## config.mk

```make
export PLATFORM = sky130hd
export DESIGN_NAME = game
export DESIGN_NICKNAME = d
export VERILOG_FILES = /design/src/rtl/game.sv
export SDC_FILE = /design/constraint.sdc
export NUM_CORES = 1
export LEC_CHECK = 0
export CELL_PAD_IN_SITES_DETAIL_PLACEMENT = 0
export CELL_PAD_IN_SITES_GLOBAL_PLACEMENT = 1
export CORE_UTILIZATION = 30
export CTS_CLUSTER_DIAMETER = 100
export CTS_CLUSTER_SIZE = 20
export DETAILED_ROUTE_END_ITERATION = 10
export GPL_TIMING_DRIVEN = 0
export PLACE_DENSITY_LB_ADDON = 0.1
export SLEW_MARGIN = 20
export SYNTH_ARGS = -nofsm -noshare
export SYNTH_HDL_FRONTEND = slang
export SYNTH_SLANG_ARGS = --single-unit
```

## constraint.sdc

```tcl
create_clock -name clk -period 4.25 [get_ports clk]
set_input_delay 0.85 -clock clk [delete_from_list [all_inputs] [get_ports clk]]
set_output_delay 0.85 -clock clk [all_outputs]
set_load 0.05 [all_outputs]
```

## src/rtl/game.sv

```systemverilog
// Six-player turn-based counting game controller.
// Players 1..6 sit in a ring; the turn holder presents a move value and
// presses their button to advance the turn. Any out-of-turn press or bad
// move ends the game, and the loser is held until reset.
// Optional feature macro: PLAYER_TIMEOUT_EN adds an idle limit of
// TIMEOUT_CYCLES clock cycles for the turn holder.
module game #(
    parameter int TIMEOUT_CYCLES = 1000
) (
    input  logic       clk,
    input  logic       reset,
    input  logic [2:0] player1,
    input  logic [2:0] player2,
    input  logic [2:0] player3,
    input  logic [2:0] player4,
    input  logic [2:0] player5,
    input  logic [2:0] player6,
    input  logic [5:0] player_btn,
    output logic [2:0] out,
    output logic [3:0] state_out
);

    typedef enum logic {
        PLAY = 1'b0,
        LOSE = 1'b1
    } game_state_t;

    game_state_t state;
    game_state_t next_state;

    logic [2:0] turn;
    logic [2:0] next_turn;
    logic [2:0] loser;
    logic [2:0] next_loser;
    logic [5:0] btn_prev;

    logic [5:0] press;
    logic [5:0] turn_onehot;
    logic [5:0] out_of_turn;
    logic [2:0] out_of_turn_player;
    logic       holder_pressed;
    logic [2:0] holder_move;
    logic [3:0] turn_plus_one;
    logic [3:0] turn_plus_two;
    logic       timeout_hit;

    // A timeout shorter than two cycles would leave no time to press at all.
    if (TIMEOUT_CYCLES < 2) begin : g_bad_timeout
        $error("game: TIMEOUT_CYCLES must be at least 2");
    end

    // Rising-edge detection, turn-holder decode and out-of-turn priority.
    always_comb begin
        press              = player_btn & ~btn_prev;
        turn_onehot        = 6'b000001 << (turn - 3'd1);
        out_of_turn        = press & ~turn_onehot;
        holder_pressed     = |(press & turn_onehot);
        out_of_turn_player = 3'd0;
        for (int i = 5; i >= 0; i--) begin
            if (out_of_turn[i]) begin
                out_of_turn_player = 3'(i + 1);
            end
        end
        case (turn)
            3'd1:    holder_move = player1;
            3'd2:    holder_move = player2;
            3'd3:    holder_move = player3;
            3'd4:    holder_move = player4;
            3'd5:    holder_move = player5;
            3'd6:    holder_move = player6;
            default: holder_move = 3'd0;
        endcase
        turn_plus_one = {1'b0, turn} + 4'd1;
        if (turn_plus_one > 4'd6) begin
            turn_plus_one = turn_plus_one - 4'd6;
        end
        turn_plus_two = {1'b0, turn} + 4'd2;
        if (turn_plus_two > 4'd6) begin
            turn_plus_two = turn_plus_two - 4'd6;
        end
    end

`ifdef PLAYER_TIMEOUT_EN
    localparam int CW = (TIMEOUT_CYCLES > 2) ? $clog2(TIMEOUT_CYCLES) : 1;

    logic [CW-1:0] idle_count;

    assign timeout_hit = (state == PLAY) && (idle_count == CW'(TIMEOUT_CYCLES - 1));

    // Idle counter restarts whenever the turn moves or the game ends.
    always_ff @(posedge clk or posedge reset) begin
        if (reset) begin
            idle_count <= '0;
        end else if (state != PLAY || next_state != PLAY || next_turn != turn) begin
            idle_count <= '0;
        end else begin
            idle_count <= idle_count + CW'(1);
        end
    end
`else
    assign timeout_hit = 1'b0;
`endif

    // Next-state decision: out-of-turn loss beats the holder's move, and any
    // press beats the idle timeout.
    always_comb begin
        next_state = state;
        next_turn  = turn;
        next_loser = loser;
        if (state == PLAY) begin
            if (|out_of_turn) begin
                next_state = LOSE;
                next_loser = out_of_turn_player;
            end else if (holder_pressed) begin
                case (holder_move)
                    3'd2:    next_turn = turn_plus_one[2:0];
                    3'd1:    next_turn = turn_plus_two[2:0];
                    default: begin
                        next_state = LOSE;
                        next_loser = turn;
                    end
                endcase
            end else if (timeout_hit) begin
                next_state = LOSE;
                next_loser = turn;
            end
        end
    end

    // Game state, edge history and registered outputs.
    always_ff @(posedge clk or posedge reset) begin
        if (reset) begin
            state     <= PLAY;
            turn      <= 3'd1;
            loser     <= 3'd0;
            btn_prev  <= 6'd0;
            out       <= 3'd0;
            state_out <= 4'b0001;
        end else begin
            state    <= next_state;
            turn     <= next_turn;
            loser    <= next_loser;
            btn_prev <= player_btn;
            if (next_state == LOSE) begin
                out       <= next_loser;
                state_out <= {1'b1, next_loser};
            end else begin
                out       <= 3'd0;
                state_out <= {1'b0, next_turn};
            end
        end
    end

endmodule

```

# == After elaboration in Yosys (flattened, before gate mapping) ==
# Cells that the tools add are included.
# word_totals
out_inout_bits,7
ff_bits,20
wordCells,53
in_bits,26
# classes
bitwise_logic,5
n_eq_ne,8
n_mux,23
add_sub_neg,5
n_reduce_logical,3
n_lt_le_gt_ge,2
n_shift,1
# ops
operator,n
3-bit 2-to-1 mux,16
6-bit bitwise AND,3
3-bit one-hot mux with 6 select lines,1
6-bit inverter,2
6-bit OR reduction,2
"3-bit by 2-bit == test with 1-bit output, second input constant",3
"3-bit == test, second input constant",3
"4-bit by 3-bit > comparator with 1-bit output, second input constant",2
"3-bit by 1-bit == test with 1-bit output, second input constant",2
3-bit one-hot mux with 2 select lines,1
"1-bit by 3-bit left shift with 6-bit output, first input constant",1
"3-bit subtractor, second input constant",2
"3-bit by 1-bit adder with 4-bit output, second input constant",1
"3-bit by 2-bit adder with 4-bit output, second input constant",1
1-bit 2-to-1 mux,4
4-bit 2-to-1 mux,1
"3-bit by 1-bit subtractor with 3-bit output, second input constant",1
2-bit OR reduction,1

# == Depth between registers and ports, before layout ==
# Gate-level depths: netlist of run 1.
# depth
depth_word,13
depth_mapped,11
ltp_nobuf,10

# == Least setup slack after synthesis of run 1 ==
# OpenSTA, ideal clock, no wires.
# synth_path
kind,reg-to-reg
from,register turn[0]
to,register state_out[1]
stages_incl_launch_ff,12
period_less_slack_ns,2.957
setup_slack_ns,1.293
t_arrival_ns,2.832
required_time_ns,4.125
path_cell_list,dfstp_2 -> inv_1 -> ha_1 -> ha_1 -> clkbuf_1 -> nand2b_1 -> a222oi_1 -> and4b_1 -> and3b_1 -> mux2i_1 -> nand3_1 -> mux2_4
# synth_via
word_cells_on_any_way,44
cone_classes,add/sub: 5; order compare: 2; eq/ne: 8; shift: 1; mux: 22; bitwise: 3; reduce/logical: 3
# synth_lines
item,line_no,source
start: declaration,31,logic [2:0] turn;
start signal: assignment,141,turn <= next_turn;
"3-bit by 2-bit adder with 4-bit output, or another cell as far along",77,"turn_plus_two = {1'b0, turn} + 4'd2;"
"4-bit by 3-bit > comparator with 1-bit output, or another cell as far along",78,if (turn_plus_two > 4'd6) begin
"3-bit 2-to-1 mux, or another cell as far along",78,
"3-bit one-hot mux with 2 select lines, or another cell as far along",115,case (holder_move)
3-bit 2-to-1 mux or 6-bit OR reduction (tied branches),"114, 111",
3-bit 2-to-1 mux *,111,if (|out_of_turn) begin
3-bit 2-to-1 mux *,110,if (state == PLAY) begin
named net next_turn[1],32,logic [2:0] next_turn;
4-bit 2-to-1 mux *,144,if (next_state == LOSE) begin
end signal: assignment,146,"state_out <= {1'b1, next_loser};"
end signal: assignment,149,"state_out <= {1'b0, next_turn};"
end: declaration,20,output logic [3:0] state_out
# The timed path passes the listed nets; every way through them passes the cells marked *.

# == Worst setup path after layout of run 1 ==
# layout_path
from,register turn[1]
to,register state_out[1]
# layout_via
word_cells_on_any_way,44
cone_classes,add/sub: 5; order compare: 2; eq/ne: 8; shift: 1; mux: 22; bitwise: 3; reduce/logical: 3
# layout_lines
item,line_no
"3-bit by 2-bit adder with 4-bit output, or another cell as far along",77
"4-bit by 3-bit > comparator with 1-bit output, or another cell as far along",78
"3-bit 2-to-1 mux, or another cell as far along",78
"3-bit one-hot mux with 2 select lines, or another cell as far along",115
3-bit 2-to-1 mux or 6-bit OR reduction (tied branches),"114, 111"
3-bit 2-to-1 mux,111
3-bit 2-to-1 mux *,110
named net next_turn[1],32
4-bit 2-to-1 mux *,144
# Marks and branches as above.

==> results of run 1 <==
through the flow:
| step | setup WS (ps) | power (mW) | util, % | hold WS, ps |
|---|---|---|---|---|
| floorplan | 1293 | 0.2395 | - | 475.0 |
| global placement | 872.6 | 0.2778 | 40.27 | 499.5 |
| detailed placement | 896.0 | 0.2788 | 40.27 | 529.0 |
| CTS | 842.7 | 0.4088 | 41.32 | 545.3 |
| global route | 625.2 | 0.4221 | 41.32 | 585.7 |
| finish | 871.7 | 0.4068 | 41.32 | 549.8 |
cells by family (layout without fill, tap and decap cells):
| kind of cell | after synthesis | count (layout) |
|---|---|---|
| flip-flops | 19 | 19 |
| multiplexers | 13 | 13 |
| AO/OA/AOI/OAI | 31 | 31 |
| buffers and inverters | 14 | 50 |
| adder cells (fa/ha/maj) | 11 | 11 |
| XOR/XNOR | 2 | 2 |
| AND/OR/NAND/NOR | 49 | 49 |
placed cells by master (no fill, tap or decap), types with 6 or more instances in the layout:
cell type / n
sky130_fd_sc_hd__clkdlybuf4s50_1: 32
sky130_fd_sc_hd__dfrtp_1: 17
sky130_fd_sc_hd__nand2_1: 15
sky130_fd_sc_hd__ha_1: 11
sky130_fd_sc_hd__inv_1: 10
sky130_fd_sc_hd__nand2b_1: 6
sky130_fd_sc_hd__nor2b_1: 6
area by class of cell:
type	instances	share of cell area, %
Multi-Input combinational cell	106	46.27
Sequential cell	19	26.38
Timing Repair Buffer	32	17.68
Tap cell	52	3.591
Clock buffer	3	2.279
Inverter	11	2.279
Buffer	3	1.243
Clock inverter	1	0.2762
worst paths after layout:
check / slack (ps) / cells past startpoint / endpoint / from
max: 870 / 11 / state_out[1] / turn[1]
min: 550 / 2 / loser[2] / loser[2]
max reg2reg: 870 / 11 / state_out[1] / turn[1]
min in group asynchronous: 1010 / 2 / out[1] / reset
max in group asynchronous: 2780 / 2 / btn_prev[2] / reset
min reg2reg: 550 / 2 / loser[2] / loser[2]
state kept, by name (all words and copies together) (netlist names):
register and cells:
btn_prev 6, turn 3, out 3, state 1, loser 3, state_out 3
power groups by stage:
| stage | Clock, mW | Sequential, mW | Combinational [mW] |
|---|---|---|---|
| 6_report | 0.132 | 0.195 | 0.0798 |
| 5_1_grt | 0.140 | 0.197 | 0.0851 |
| 4_1_cts | 0.133 | 0.195 | 0.0803 |
| 3_5_place_dp | 0 | 0.199 | 0.0801 |
| 3_3_place_gp | 0 | 0.198 | 0.0795 |
| 2_1_floorplan | 0 | 0.216 | 0.0237 |
critical path: stages, from the launching register on:
cell,delay [ps]
sky130_fd_sc_hd__dfrtp_1,540
sky130_fd_sc_hd__inv_1,220
sky130_fd_sc_hd__ha_1,280
sky130_fd_sc_hd__ha_1,290
sky130_fd_sc_hd__clkbuf_1,190
sky130_fd_sc_hd__nand2b_1,200
sky130_fd_sc_hd__a222oi_1,390
sky130_fd_sc_hd__and4b_1,280
sky130_fd_sc_hd__and3b_1,270
sky130_fd_sc_hd__mux2i_1,200
sky130_fd_sc_hd__nand3_1,110
sky130_fd_sc_hd__mux2_4,280
routing by layer:
metal,global-route usage (%),vias to the layer above,share of wire [%]
met5,0,-,0
met3,1.744,7,4.2
li1,-,576,-
met4,8.444,0,2.9
met2,24.25,40,48
met1,17.62,535,45
==> qor.txt, run 1 <==
LOGIC SYNTHESIS
----------------------------------------------------------------------------------------------------
Synthesized-area fraction occupied by adder cells .....................................       9.973%
Commonest cells post-synth ............................................................ sky130_fd_sc_hd__dfrtp_1, sky130_fd_sc_hd__nand2_1, sky130_fd_sc_hd__ha_1
Synth Flop Type ....................................................................... sky130_fd_sc_hd__dfrtp_1
Count of flip-flops with a built-in enable after synthesis ............................            0
Most instantiated library cell after synthesis ........................................ sky130_fd_sc_hd__dfrtp_1
Sequential area share after synthesis .................................................       34.63%
Synthesized-area fraction occupied by ao, oa, aoi and oai cells .......................       18.31%
Dominant combinational cell family by area after synthesis ............................ simple AND/OR/NAND/NOR gates
YS warnings ...........................................................................            0
Synth area leader ..................................................................... sky130_fd_sc_hd__dfrtp_1
Mapped Avg Cell Area ..................................................................    9.929 µm²
Share of cell area taken by muxes after synthesis .....................................       11.06%
Async set or reset register ratio after synthesis .....................................       100.0%
Instance count of the mapped netlist ..................................................          139
Area contributors post-synth .......................................................... sky130_fd_sc_hd__dfrtp_1, sky130_fd_sc_hd__ha_1, sky130_fd_sc_hd__nand2_1
Share of synthesized cell area in and, or, nand and nor gates .........................       20.13%
Top-area cell type share of the netlist area ..........................................       30.83%
Net count after synthesis .............................................................          176
Synth Area in XOR/XNOR ................................................................       1.269%
Count of state elements after synthesis ...............................................           19
Total standard cell area after synthesis ..............................................     1380 µm²
Distinct cells, synth .................................................................           46

STA
----------------------------------------------------------------------------------------------------
Setup repair after global routing missed its margin ...................................           no
Worst max-slew margin expressed relative to the limit .................................       51.11%
Final setup fails .....................................................................            0
Max Fclk ..............................................................................   0.2960 GHz
Setup TNS .............................................................................         0 ps
Final-report hold violation count .....................................................            0
Worst clock skew ......................................................................     2.343 ps
Final period utilization ..............................................................       79.49%
Fin crit period .......................................................................      3378 ps
Slew at the pin closest to its max-slew limit .........................................     732.6 ps
Pins Over Slew Limit ..................................................................            0

OUTCOME
----------------------------------------------------------------------------------------------------
Run status ............................................................................ finished clean

CLOCK TREE
----------------------------------------------------------------------------------------------------
Clock tree root buffer cell ........................................................... sky130_fd_sc_hd__clkbuf_8
Later-pin clock latency in the skew report ............................................       270 ps
Number of buffers added by the clock tree synthesis step ..............................            3
Clock tree from TritonCTS .............................................................         done
Post-CTS Resized ......................................................................            0
# H-tree levels .......................................................................            1
Hold Buf Count CTS ....................................................................            0
Number of buffers inserted by post-CTS setup repair ...................................            0
Clock-pin slew reported for the worst setup and hold paths after clock tree synthesis .        70 ps
Clock tree sinks ......................................................................           19
Bufs on Longest Clock Path ............................................................            2

GLOBAL ROUTE
----------------------------------------------------------------------------------------------------
Maximum number of pins on one net before global-route repair ..........................           20
Overflow left after global routing ....................................................            0
Global Route Usage Sum ................................................................       14.43%
Antenna violations before repair ......................................................            0
Via count of the first global-routing pass ............................................         1188
Global-route wire length before repair ................................................      5520 µm

FINAL LAYOUT
----------------------------------------------------------------------------------------------------
Final Non-Filler Cells ................................................................          227
Total area of multi-input combinational cells .........................................    838.3 µm²
Fraction of layout cells with a size suffix above 1 ...................................       10.29%
Number of nets in the layout ..........................................................          213
Fill count ............................................................................          431
Area Overhead vs Synth ................................................................       31.28%
Final antenna diode count .............................................................            0
Footprint of the flip-flops and latches ...............................................    478.0 µm²
Cell area after layout ................................................................     1812 µm²

MIN PATH
----------------------------------------------------------------------------------------------------
Worst min path class ..................................................................      reg2reg

ROUTE
----------------------------------------------------------------------------------------------------
Drt pass-1 iters ......................................................................            8
Routed length per instance ............................................................     14.51 µm
Final routed wirelength across all metal layers .......................................      3293 µm
Vias per std cell .....................................................................        5.101
DRC violation count after routing .....................................................            0
Detailed router's first-iteration violation count .....................................           45
Antenna viol nets, final ..............................................................            0
Total number of vias ..................................................................         1158

PWR
----------------------------------------------------------------------------------------------------
Switching Fraction ....................................................................       26.89%
Logic gate share of total power .......................................................        19.6%
Maximum vdd ir drop ...................................................................    0.1096 mV
Relative contribution of sequential cells to total power ..............................        48.0%
Static Leak ...........................................................................    0.7859 nW
Power density relative to cell area ................................................... 224.5 nW/µm²
Internal portion of total power .......................................................    0.2974 mW
Clock share of power ..................................................................        32.4%
Switching power .......................................................................    0.1094 mW

DIE
----------------------------------------------------------------------------------------------------
Number of standard-cell rows in the floorplan .........................................           24
Chip width ............................................................................     69.83 µm
Num ports .............................................................................           33
Die extent in y .......................................................................     69.83 µm
Die Outline Area ......................................................................     4876 µm²
Core ar. ..............................................................................     4384 µm²
Initial Util ..........................................................................       31.48%

PLACED DESIGN
----------------------------------------------------------------------------------------------------
Half-perimeter wire length after placement ............................................      2569 µm
I/O Buffers ...........................................................................           32
DP Cell Count .........................................................................          223
RePlAce Congestion ....................................................................       0.8752
Cell Area, Placed .....................................................................     1765 µm²

WORST SETUP PATH
----------------------------------------------------------------------------------------------------
Crit path max fanout ..................................................................           10
Required time worst endpoint ..........................................................      4400 ps
Class of the most critical setup path .................................................      reg2reg
Critical path arrival .................................................................      3530 ps
Setup crit end kind ...................................................................    flip-flop
Sort of element at the start of the critical path .....................................    flip-flop

RUN
----------------------------------------------------------------------------------------------------
Max cap viols .........................................................................            0

Note: power is estimated with default switching activity, not from simulation.
==> run 2: changes to the inputs <==
clock period = 3 ns   (was 4.25 ns; I/O delays follow)
==> run 2 against run 1 <==
Routed wire length grew 0.97%. First-iteration DRC count grew 8.9%. Cell area grew 2.4%. Maximum frequency grew 17%. Global-route usage grew 0.18 points. Flip-flop and latch count is the same. Sequential share of layout area shrank 0.56 points. Non-clock buffer count grew 3. Hold slack lost 11 ps. Critical endpoint unchanged.
==> qor.txt, run 2 (synthesized netlist as in run 1, its figures left out) <==
DIE
----------------------------------------------------------------------------------------------------
Core ar. ..............................................................................     4384 µm²   unchanged
Number of standard-cell rows in the floorplan .........................................           24   unchanged
Chip width ............................................................................     69.83 µm   unchanged
Num ports .............................................................................           33   unchanged
Die extent in y .......................................................................     69.83 µm   unchanged
Initial Util ..........................................................................       31.48%   unchanged
Die Outline Area ......................................................................     4876 µm²   unchanged

PWR
----------------------------------------------------------------------------------------------------
Maximum vdd ir drop ...................................................................    0.1540 mV   +41%
Power density relative to cell area ................................................... 310.3 nW/µm²   +38%
Total power ...........................................................................    0.5758 mW   +42%
Static Leak ...........................................................................    0.8045 nW   +2.4%

STA
----------------------------------------------------------------------------------------------------
Worst clock skew ......................................................................     4.191 ps   +1.848 ps
Max Fclk ..............................................................................   0.3478 GHz   +17%
Pins Over Slew Limit ..................................................................            0   unchanged
Final-report hold violation count .....................................................            0   unchanged
Worst max-slew margin expressed relative to the limit .................................       51.21%   +0.11 points
Setup repair after global routing missed its margin ...................................           no
Setup TNS .............................................................................         0 ps   unchanged
Worst slack on hold paths .............................................................     539.0 ps   -10.79 ps
Slew at the pin closest to its max-slew limit .........................................     731.0 ps   -1.595 ps
Final setup fails .....................................................................            0   unchanged
Final period utilization ..............................................................       95.84%   +16 points
Fin crit period .......................................................................      2875 ps   -503.1 ps

WORST SETUP PATH
----------------------------------------------------------------------------------------------------
Class of the most critical setup path .................................................      reg2reg
Sort of element at the start of the critical path .....................................    flip-flop
Slowest library cell on the worst path ................................................ sky130_fd_sc_hd__dfstp_2
Stage delay of the slowest cell on the critical path ..................................       560 ps   +20 ps
Required time worst endpoint ..........................................................      3150 ps   -1250 ps
Crit path max fanout ..................................................................            9   -1
Setup crit end kind ...................................................................    flip-flop
Critical path arrival .................................................................      3030 ps   -500 ps
Critical path, cell by cell ........................................................... inv_1 > ha_2 > ha_4 > nand2b_1 > a222oi_1 > and4b_1 > and3b_2 > mux2i_1 > nand3_1 > mux2_4

PLACED DESIGN
----------------------------------------------------------------------------------------------------
RePlAce Congestion ....................................................................       0.8752   unchanged
Half-perimeter wire length after placement ............................................      2569 µm   unchanged
DP Cell Count .........................................................................          223   unchanged
I/O Buffers ...........................................................................           32   unchanged

MIN PATH
----------------------------------------------------------------------------------------------------
Worst min path class ..................................................................      reg2reg

ROUTE
----------------------------------------------------------------------------------------------------
Antenna viol nets, final ..............................................................            0   unchanged
DRC violation count after routing .....................................................            0   unchanged
Final routed wirelength across all metal layers .......................................      3325 µm   +0.97%
Routed length per instance ............................................................     14.46 µm   -0.35%
Drt pass-1 iters ......................................................................            4   -4
Detailed router's first-iteration violation count .....................................           49   +8.9%
Total number of vias ..................................................................         1172   +1.2%
Vias per std cell .....................................................................        5.096   -0.11%

FINAL LAYOUT
----------------------------------------------------------------------------------------------------
Area Overhead vs Synth ................................................................       34.45%
Final antenna diode count .............................................................            0   unchanged
Top register by number of flip-flops ..................................................     btn_prev
Fill count ............................................................................          423   -1.9%
Most common cell after layout, fill and taps aside .................................... sky130_fd_sc_hd__clkdlybuf4s50_1
Number of flip-flops under the largest register name ..................................            6   unchanged
Fraction of layout cells with a size suffix above 1 ...................................       15.17%   +4.9 points
Top library cells by usage in the layout, fill and taps aside ......................... sky130_fd_sc_hd__clkdlybuf4s50_1, sky130_fd_sc_hd__dfrtp_1, sky130_fd_sc_hd__nand2_1
Final Non-Filler Cells ................................................................          230   +1.3%
Number of nets in the layout ..........................................................          216   +1.4%

CLOCK TREE
----------------------------------------------------------------------------------------------------
# H-tree levels .......................................................................            1   unchanged
Clock tree from TritonCTS .............................................................         done
Number of buffers added by the clock tree synthesis step ..............................            3   unchanged
Clock tree root buffer cell ........................................................... sky130_fd_sc_hd__clkbuf_8
Later-pin clock latency in the skew report ............................................       270 ps   about the same
Bufs on Longest Clock Path ............................................................            2   unchanged
Clock tree sinks ......................................................................           19   unchanged
Clock-pin slew reported for the worst setup and hold paths after clock tree synthesis .        80 ps   about the same

OUTCOME
----------------------------------------------------------------------------------------------------
Run status ............................................................................ finished clean

GLOBAL ROUTE
----------------------------------------------------------------------------------------------------
Via count of the first global-routing pass ............................................         1193   +0.42%
Global Route Usage Sum ................................................................       14.61%   +0.18 points
Antenna violations before repair ......................................................            0   unchanged
Overflow left after global routing ....................................................            0   unchanged
Global-route wire length before repair ................................................      5575 µm   +1.0%
Maximum number of pins on one net before global-route repair ..........................           20   unchanged

RUN
----------------------------------------------------------------------------------------------------
Max cap viols .........................................................................            0   unchanged

-- run 2: per-layer routing --
| metal | GRT usage, % | share of wire, % |
|---|---|---|
| met5 | 0 | 0 |
| met4 | 8.444 | 2.9 |
| met3 | 1.744 | 4.5 |
| met2 | 24.57 | 48 |
| met1 | 17.89 | 45 |
-- run 2: critical path: cells and delay by family, from the launching register on --
kind / cells / cell delay, ps
AND/OR/NAND/NOR: 4 / 790
AO/OA/AOI/OAI: 1 / 390
flip-flops: 1 / 560
buffers and inverters: 1 / 70
multiplexers: 2 / 470
adder cells (fa/ha/maj): 2 / 490
-- run 2: final cells by class --
type	instances	area (µm²)	share of cell area [%]
Clock buffer	3	41.29	2.225
Inverter	11	41.29	2.225
Buffer	2	18.77	1.011
Sequential cell	19	479.2	25.83
Multi-Input combinational cell	106	854.6	46.06
Tap cell	52	65.06	3.506
Timing Repair Buffer	36	350.3	18.88
Clock inverter	1	5.005	0.2697
-- run 2: final timing paths --
check	start	endpoint	slack [ps]	cells after the start
min in group asynchronous	reset	out[1]	750	2
setup / recovery	turn[0]	state_out[1]	120	10
hold / removal	loser[2]	loser[2]	540	2
setup reg to reg	turn[0]	state_out[1]	120	10
hold reg to reg	loser[2]	loser[2]	540	2
max in group asynchronous	reset	turn[1]	1740	2
-- run 2: power breakdown --
part / switching [mW] / internal, mW / total, mW
registers: 0.00491 / 0.271 / 0.276
clock network: 0.0940 / 0.0928 / 0.187
logic: 0.0556 / 0.0571 / 0.113
-- run 2: what timing repair did --
item,4_1_cts,5_1_grt
pin swaps,1,2
gates resized for setup,5,1
hold buffers,0,0
setup buffers,2,2
endpoints found under the setup margin,7,1
-- run 2: stage by stage --
| stage | util (%) | setup WS (ps) | instance area, µm² |
|---|---|---|---|
| 2_1_floorplan | - | 43.12 | 1380 |
| 3_3_place_gp | 40.27 | -377.4 | 1765 |
| 3_5_place_dp | 40.27 | -354.0 | 1765 |
| 4_1_cts | 41.75 | 29.73 | 1831 |
| 5_1_grt | 42.32 | 14.10 | 1856 |
| 6_report | 42.32 | 124.8 | 1856 |
